### config.mk
export PLATFORM = sky130hd
export DESIGN_NAME = serial_paralelo_rx
export DESIGN_NICKNAME = d
export VERILOG_FILES = /design/src/rtl/serial_paralelo_rx.sv
export SDC_FILE = /design/constraint.sdc
export NUM_CORES = 1
export LEC_CHECK = 0
export BUFFER_PORTS_ARGS = -buffer_cell sky130_fd_sc_hd__buf_2
export CAP_MARGIN = 20
export CELL_PAD_IN_SITES_DETAIL_PLACEMENT = 1
export CELL_PAD_IN_SITES_GLOBAL_PLACEMENT = 1
export CORE_ASPECT_RATIO = 0.7
export CORE_MARGIN = 2
export CORE_UTILIZATION = 40
export CTS_CLUSTER_SIZE = 24
export DETAILED_ROUTE_END_ITERATION = 6
export GPL_ROUTABILITY_DRIVEN = 0
export PLACE_DENSITY_LB_ADDON = 0.1
export SYNTH_ARGS = -nofsm -noshare
export SYNTH_HDL_FRONTEND = slang
export SYNTH_SLANG_ARGS = --single-unit
export TNS_END_PERCENT = 30
### constraint.sdc
create_clock -name clk_32f -period 1.7 [get_ports clk_32f]
set_clock_uncertainty 0.05 [all_clocks]
set_input_delay 0.085 -clock clk_32f [delete_from_list [all_inputs] [get_ports clk_32f]]
set_output_delay 0.085 -clock clk_32f [all_outputs]
set_load 0.005 [all_outputs]
### src/rtl/serial_paralelo_rx.sv
// serial_paralelo_rx: per-lane receive deserializer.
// Hunts bit-by-bit for the COM symbol, confirms byte alignment after a run
// of consecutive aligned COMs, then emits one byte per 8 bit clocks with a
// valid flag that is low for COM (idle) bytes.
// Optional build macro RX_BYTE_COUNT_EN adds a saturating 16-bit count of
// received data bytes on port rx_byte_count.
module serial_paralelo_rx #(
    parameter logic [7:0]  COM       = 8'hBC,
    parameter int unsigned COM_COUNT = 4
) (
    input  logic        clk_32f,
    input  logic        reset,
    input  logic        data_in,
    output logic [7:0]  data_out,
    output logic        valid_out,
    output logic        byte_strobe,
    output logic        active
`ifdef RX_BYTE_COUNT_EN
    ,
    output logic [15:0] rx_byte_count
`endif
);

    localparam logic [1:0] ST_SEARCH = 2'd0;
    localparam logic [1:0] ST_ALIGN  = 2'd1;
    localparam logic [1:0] ST_ACTIVE = 2'd2;

    // Lock threshold narrowed to the width of the COM run counter.
    localparam logic [3:0] COM_LOCK = 4'(COM_COUNT);

    logic [1:0] state_q, state_d;
    logic [7:0] sr_q, sr_d;
    logic [2:0] bit_cnt_q, bit_cnt_d;
    logic [3:0] com_cnt_q, com_cnt_d;
    logic [7:0] data_out_q, data_out_d;
    logic       valid_q, valid_d;
    logic       strobe_q, strobe_d;
    logic       active_q, active_d;

    logic [7:0] nxt;
    logic       boundary;
    logic       nxt_is_com;

    assign nxt        = {sr_q[6:0], data_in};
    assign boundary   = (bit_cnt_q == 3'd7);
    assign nxt_is_com = (nxt == COM);

    // Next-state logic: hunt for COM, count aligned COMs, then deliver bytes.
    always_comb begin
        state_d    = state_q;
        sr_d       = nxt;
        bit_cnt_d  = bit_cnt_q;
        com_cnt_d  = com_cnt_q;
        data_out_d = data_out_q;
        valid_d    = valid_q;
        strobe_d   = 1'b0;
        active_d   = active_q;

        case (state_q)
            ST_SEARCH: begin
                if (nxt_is_com) begin
                    bit_cnt_d = 3'd0;
                    com_cnt_d = 4'd1;
                    state_d   = ST_ALIGN;
                end
            end
            ST_ALIGN: begin
                bit_cnt_d = bit_cnt_q + 3'd1;
                if (boundary) begin
                    if (nxt_is_com) begin
                        if (com_cnt_q + 4'd1 == COM_LOCK) begin
                            state_d  = ST_ACTIVE;
                            active_d = 1'b1;
                        end else begin
                            com_cnt_d = com_cnt_q + 4'd1;
                        end
                    end else begin
                        // The rejected byte is not re-examined; the hunt
                        // restarts with the next incoming bit.
                        state_d   = ST_SEARCH;
                        com_cnt_d = 4'd0;
                    end
                end
            end
            ST_ACTIVE: begin
                bit_cnt_d = bit_cnt_q + 3'd1;
                if (boundary) begin
                    data_out_d = nxt;
                    valid_d    = !nxt_is_com;
                    strobe_d   = 1'b1;
                end
            end
            default: begin
                state_d   = ST_SEARCH;
                bit_cnt_d = 3'd0;
                com_cnt_d = 4'd0;
            end
        endcase
    end

    // State and output registers, cleared asynchronously by reset.
    always_ff @(posedge clk_32f or posedge reset) begin
        if (reset) begin
            state_q    <= ST_SEARCH;
            sr_q       <= 8'h00;
            bit_cnt_q  <= 3'd0;
            com_cnt_q  <= 4'd0;
            data_out_q <= 8'h00;
            valid_q    <= 1'b0;
            strobe_q   <= 1'b0;
            active_q   <= 1'b0;
        end else begin
            state_q    <= state_d;
            sr_q       <= sr_d;
            bit_cnt_q  <= bit_cnt_d;
            com_cnt_q  <= com_cnt_d;
            data_out_q <= data_out_d;
            valid_q    <= valid_d;
            strobe_q   <= strobe_d;
            active_q   <= active_d;
        end
    end

    assign data_out    = data_out_q;
    assign valid_out   = valid_q;
    assign byte_strobe = strobe_q;
    assign active      = active_q;

`ifdef RX_BYTE_COUNT_EN
    logic [15:0] byte_count_q, byte_count_d;

    // Count data (non-COM) bytes delivered while locked, holding at all-ones.
    always_comb begin
        byte_count_d = byte_count_q;
        if (state_q == ST_ACTIVE && boundary && !nxt_is_com &&
            byte_count_q != 16'hFFFF) begin
            byte_count_d = byte_count_q + 16'd1;
        end
    end

    // Byte counter register, cleared by reset.
    always_ff @(posedge clk_32f or posedge reset) begin
        if (reset) begin
            byte_count_q <= 16'h0000;
        end else begin
            byte_count_q <= byte_count_d;
        end
    end

    assign rx_byte_count = byte_count_q;
`endif

endmodule

# Word-level counts from Yosys, hierarchy flattened
# Index checks and enable logic that the tools add are counted.
dict set report totals {
  regBits 27
  latch_bits 0
  mem_bits_rw 0
  mem_bits_ro 0
  in_bits 3
  out_inout_bits 11
  word_cells 41
  n_memories 0
}
dict set report op_classes {
  add_sub_neg 2
  mul 0
  div_mod_pow 0
  n_lt_le_gt_ge 0
  n_eq_ne 9
  shift 0
  n_mux 14
  bitwise 1
  n_reduce_logical 7
}
# operator n
set ops {}
lappend ops {{two-way mux 4 bit} 4}
lappend ops {{case mux 4 bit (3 select lines)} 1}
lappend ops {{AND reduction 4 bit} 3}
lappend ops {{== test 8 bit, second input constant} 1}
lappend ops {{two-way mux 2 bit} 4}
lappend ops {{inequality test 3 bit, second input constant} 2}
lappend ops {{case mux 2 bit (3 select lines)} 1}
lappend ops {{case mux 3 bit (2 select lines)} 1}
lappend ops {{adder 4 x 1 -> 4 bit, second input constant} 1}
lappend ops {{== test 4 x 3 -> 1 bit, second input constant} 1}
lappend ops {{inequality test 2 bit, second input constant} 2}
lappend ops {{adder 3 x 1 -> 3 bit, second input constant} 1}
lappend ops {{== test 3 bit, second input constant} 1}
lappend ops {{two-way mux 3 bit} 1}
lappend ops {{== test 2 x 1 -> 1 bit, second input constant} 1}
lappend ops {{== test 2 bit, second input constant} 1}
lappend ops {{zero test 2 bit} 1}
lappend ops {{two-way mux 1 bit} 2}
lappend ops {{AND reduction 2 bit} 1}
lappend ops {{OR reduction 2 bit} 1}
lappend ops {{zero test 1 bit} 1}
lappend ops {{inverter 1 bit} 1}

# Logic depth before layout (Yosys ltp)
dict set report logic_depth {
  word_depth 6
  depth_mapped 6
  ltp_nobuf 6
}

# Worst setup path after synthesis
# Ideal clock, no wire load.
dict set report synth_path {
  kind {register -> register}
  start {register bit_cnt_q[0]}
  end {register data_out_q[0] (netlist: data_out[0])}
  setup_ns 0.125
  arrival_time_ns 1.507
  t_required_ns 1.525
  slack_ns 0.019
  stages_incl_launch_ff 6
  n_path_buf 1
  period_less_slack_ns 1.681
  path_cell_list {dfrtp_1 > ha_1 > ha_1 > nand2_1 > clkbuf_1 > mux2_2}
}
dict set report synth_via {
  elab_chain_cells 2
}
# element line
set synth_rtl {}
lappend synth_rtl {{start, declared} 33} ;# logic [2:0] bit_cnt_q, bit_cnt_d;
lappend synth_rtl {{start signal, assigned} 115} ;# bit_cnt_q <= bit_cnt_d;
lappend synth_rtl {{== test 3 bit} 45} ;# assign boundary = (bit_cnt_q == 3'd7);
lappend synth_rtl {{AND reduction 2 bit (no source line)} n/a}
lappend synth_rtl {{end signal, assigned} 117} ;# data_out_q <= data_out_d;
lappend synth_rtl {{end, declared} 35} ;# logic [7:0] data_out_q, data_out_d;
# Every way passes these cells.
# A chain may end at the register's enable or synchronous reset.

# Worst setup path in the final report
dict set report layout_path {
  start {register sr_q[0]}
  end {register com_cnt_q[2]}
}
dict set report layout_via {
  elab_chain_cells 4
  word_cells_on_any_way 7
  classes_between {3 x eq/ne; 3 x mux; 1 x reduce/logical}
}
# element line
set layout_rtl {}
lappend layout_rtl {{start, declared} 32} ;# logic [7:0] sr_q, sr_d;
lappend layout_rtl {{start signal, assigned} 114} ;# sr_q <= sr_d;
lappend layout_rtl {{== test 8 bit (*)} 46} ;# assign nxt_is_com = (nxt == COM);
lappend layout_rtl {{two-way mux 4 bit} 70} ;# if (nxt_is_com) begin
lappend layout_rtl {{two-way mux 4 bit} 69} ;# if (boundary) begin
lappend layout_rtl {{case mux 4 bit (3 select lines)} 59} ;# case (state_q)
lappend layout_rtl {{end signal, assigned} 116} ;# com_cnt_q <= com_cnt_d;
lappend layout_rtl {{end, declared} 34} ;# logic [3:0] com_cnt_q, com_cnt_d;
# Every way passes the cells marked *; elsewhere a longest branch is shown, timed or not. The select of a mux whose other input is x is not followed.

==> run metrics <==
syn avg cell area=12.5 µm²; post-route minimum period=1690 ps; DRT antenna net count=0; critical-path cell list=or4b_4 > o21ai_4 > o211ai_1 > a22o_1; pre-CTS WS=-30.4 ps; Routed WL=2580 µm; M1 GR Usage=25.9%; Synth Area in XOR/XNOR=0%; TritonCTS Buffers=3; Die ar.=3400 µm²; M2 GR Usage=roughly a quarter; final hold viol count=0; vias per cell=about 5.4; Synth area leaders=dfrtp_1 57%, mux2_2 7.6%, ha_1 6.4%, nand2_1 2.9%, nand3_1 2.5%; total power=1.36 mW; Seq/Total Area, Yosys=between 50% and 60%; Clock transition at path regs=approximately 100 ps; CTS tree=built; DR WL/cell=16.0 µm; vias in the first global route=between 900 and 1000; Main synth FF type=dfrtp_1; dominant cell type by area after synthesis=dfrtp_1; fraction of registers with async set/reset=100%; met3 usage=between 4 and 5%; crit path kind=reg -> reg; vias post-DR=871; unrepaired setup endpoints after global routing=true; core area=approximately 2800 µm²; Yosys Warn Count=0; DP HPWL=between 1500 and 2000 µm; PnR worst setup slack=12.8 ps; Die Span Y=about 49 µm; worst slew pin tran=about 380 ps; Clock H-tree levels=1; global route hottest layer=met2; initial antenna violation count=0; mux cell area share after synthesis=8.49%; Util after Layout=between 50 and 60%; Synth Area in Simple Gates=14.2%; Hold Path Class=in -> reg; Synth Register Bits=27; wire length of the first global-routing pass=around 4500 µm; Final period util=99.2%; PD cells=about 900 nW/µm²; final setup violating endpoints=0; CP Data Required Time=1820 ps; compound-gate portion of the synthesized area=11.7%; GRT Overall Usage=17.7%; Pleak=0.766 nW; crit end category=register; Area growth, synth to finish=25.3%; Slew Viols, Final=0; hold slack=a little over 70 ps; placed cell area=1380 µm²; maxcap violations=0; IO buf count=13; Worst-Skew Late Latency=270 ps; Syn Nets=103; CP max-delay cell=or4b_4; Fmax achieved=593 MHz; Cells after Synth=94; Rel. slew slack=between 70% and 80%; synthesized area=~1200 µm²; net total in the final layout=135; count of different cell masters after synthesis=30; Die W=68.9 µm; crit path DAT=roughly 1800 ps; share of the synthesized area in the top cell type=around 57%; status=complete, no violations; grt ovf=0; Adder-Cell Fraction of Synth Area=6.37%; main combinational cell family by area after synthesis=simple AND/OR/NAND/NOR gates; crit start category=register; crit path max fanout=5; drt drc=0; Max VDD drop=508 µV; Antenna Cells=0; Final Cell Area=approximately 1500 µm²; EDFF count, synth=0; initial DRC count=29; TritonRoute pass-1 iters=4; Clock Tree Root=clkbuf_8; Ports=14; Post CTS Setup Buffer Count=0; largest net degree at the start of global routing=28; CP max stage delay=550 ps; CTS max path bufs=2; layout cells sized above 1=37.6%; Initial Util=between 40% and 50%; Core Rows=16; Clock Sinks=27
-- per-stage QoR --
| stage | std cells | setup TNS [ps] |
|---|---|---|
| after floorplan | 94 | 0 |
| after global placement | 154 | 0 |
| after detailed placement | 154 | -30.4 |
| after CTS | 160 | 0 |
| after global routing | 161 | -215 |
| final | 161 | 0 |
-- sequential cells by signal (all words and copies together), names as in the netlist --
| signal | cells |
|---|---|
| active | 1 |
| state_q | 2 |
| data_out | 8 |
| byte_strobe | 1 |
| com_cnt_q | 4 |
| bit_cnt_q | 3 |
| sr_q | 7 |
| valid_out | 1 |
-- what timing repair did --
action | 4_1_cts | 5_1_grt
hold buffers | 2 | 0
hold endpoints to repair | 28 | 0
gates resized for setup | 1 | 5
endpoints found under the setup margin | 1 | 7
gates cloned | 0 | 1
pin swaps | 0 | 1
-- worst max-delay path: cells and delay by family (launching register included) --
family | cells | cell delay [ps]
and+or+nand+nor | 1 | 550
DFF | 1 | 420
AOI/OAI and AO/OA | 3 | 560
-- path summary, 6_finish.rpt --
kind                       startpoint            to  slack (ps)  depth (start not counted)
max reg2reg                   sr_q[0]  com_cnt_q[2]          10                          4
min                           data_in   data_out[0]          70                          2
min in group asynchronous       reset   byte_strobe         350                          4
max in group asynchronous       reset        active         980                          4
max                           sr_q[0]  com_cnt_q[2]          10                          4
min reg2reg                   sr_q[1]       sr_q[2]         370                          0
-- per-layer routing --
layer / share of wire (%) / up-vias
met3: 2.6 / 2
met2: 46 / 10
li1: - / 414
met4: 0.50 / 0
met1: 51 / 445
met5: 0 / -
-- placed cells by master (no fill, tap or decap), types with 3 or more instances in the layout --
| master | count |
|---|---|
| mux2_2 | 8 |
| buf_2 | 13 |
| dfrtp_1 | 27 |
| nand3_1 | 6 |
| inv_1 | 4 |
| ha_1 | 5 |
| clkbuf_8 | 3 |
| buf_4 | 11 |
| o21ai_0 | 4 |
| nand2_1 | 9 |
-- cell type report --
| class | count | area, µm² |
|---|---|---|
| fill | 308 | 1330 |
| tap | 36 | 45.0 |
| clock inverter | 1 | 5.00 |
| timing repair buffer | 27 | 179 |
| sequential | 27 | 676 |
| multi-input combinational | 62 | 512 |
| clock buffer | 3 | 41.3 |
| inverter | 5 | 18.8 |
-- logic make-up after synthesis --
kind of cell               Yosys count
adders and majority gates            6
DFF                                 27
AOI/OAI and AO/OA                   17
and+or+nand+nor                     29
buffers and inverters                6
muxes                                9
-- power breakdown --
| part | internal [mW] | switching [mW] |
|---|---|---|
| clock | 0.164 | 0.195 |
| sequential | 0.681 | 0.0349 |
| combinational | 0.135 | 0.148 |
-- Yosys cell counts (2+ instances only) --
master and count:
dfrtp_1 27, nand2_1 9, mux2_2 8, ha_1 6, nand3_1 6, inv_1 5
o21ai_0 4, a22o_1 2, a31oi_1 2, nand4_1 2, nor2_1 2, nor4b_1 2
o211ai_1 2
Power figures use the tool's default switching activity.
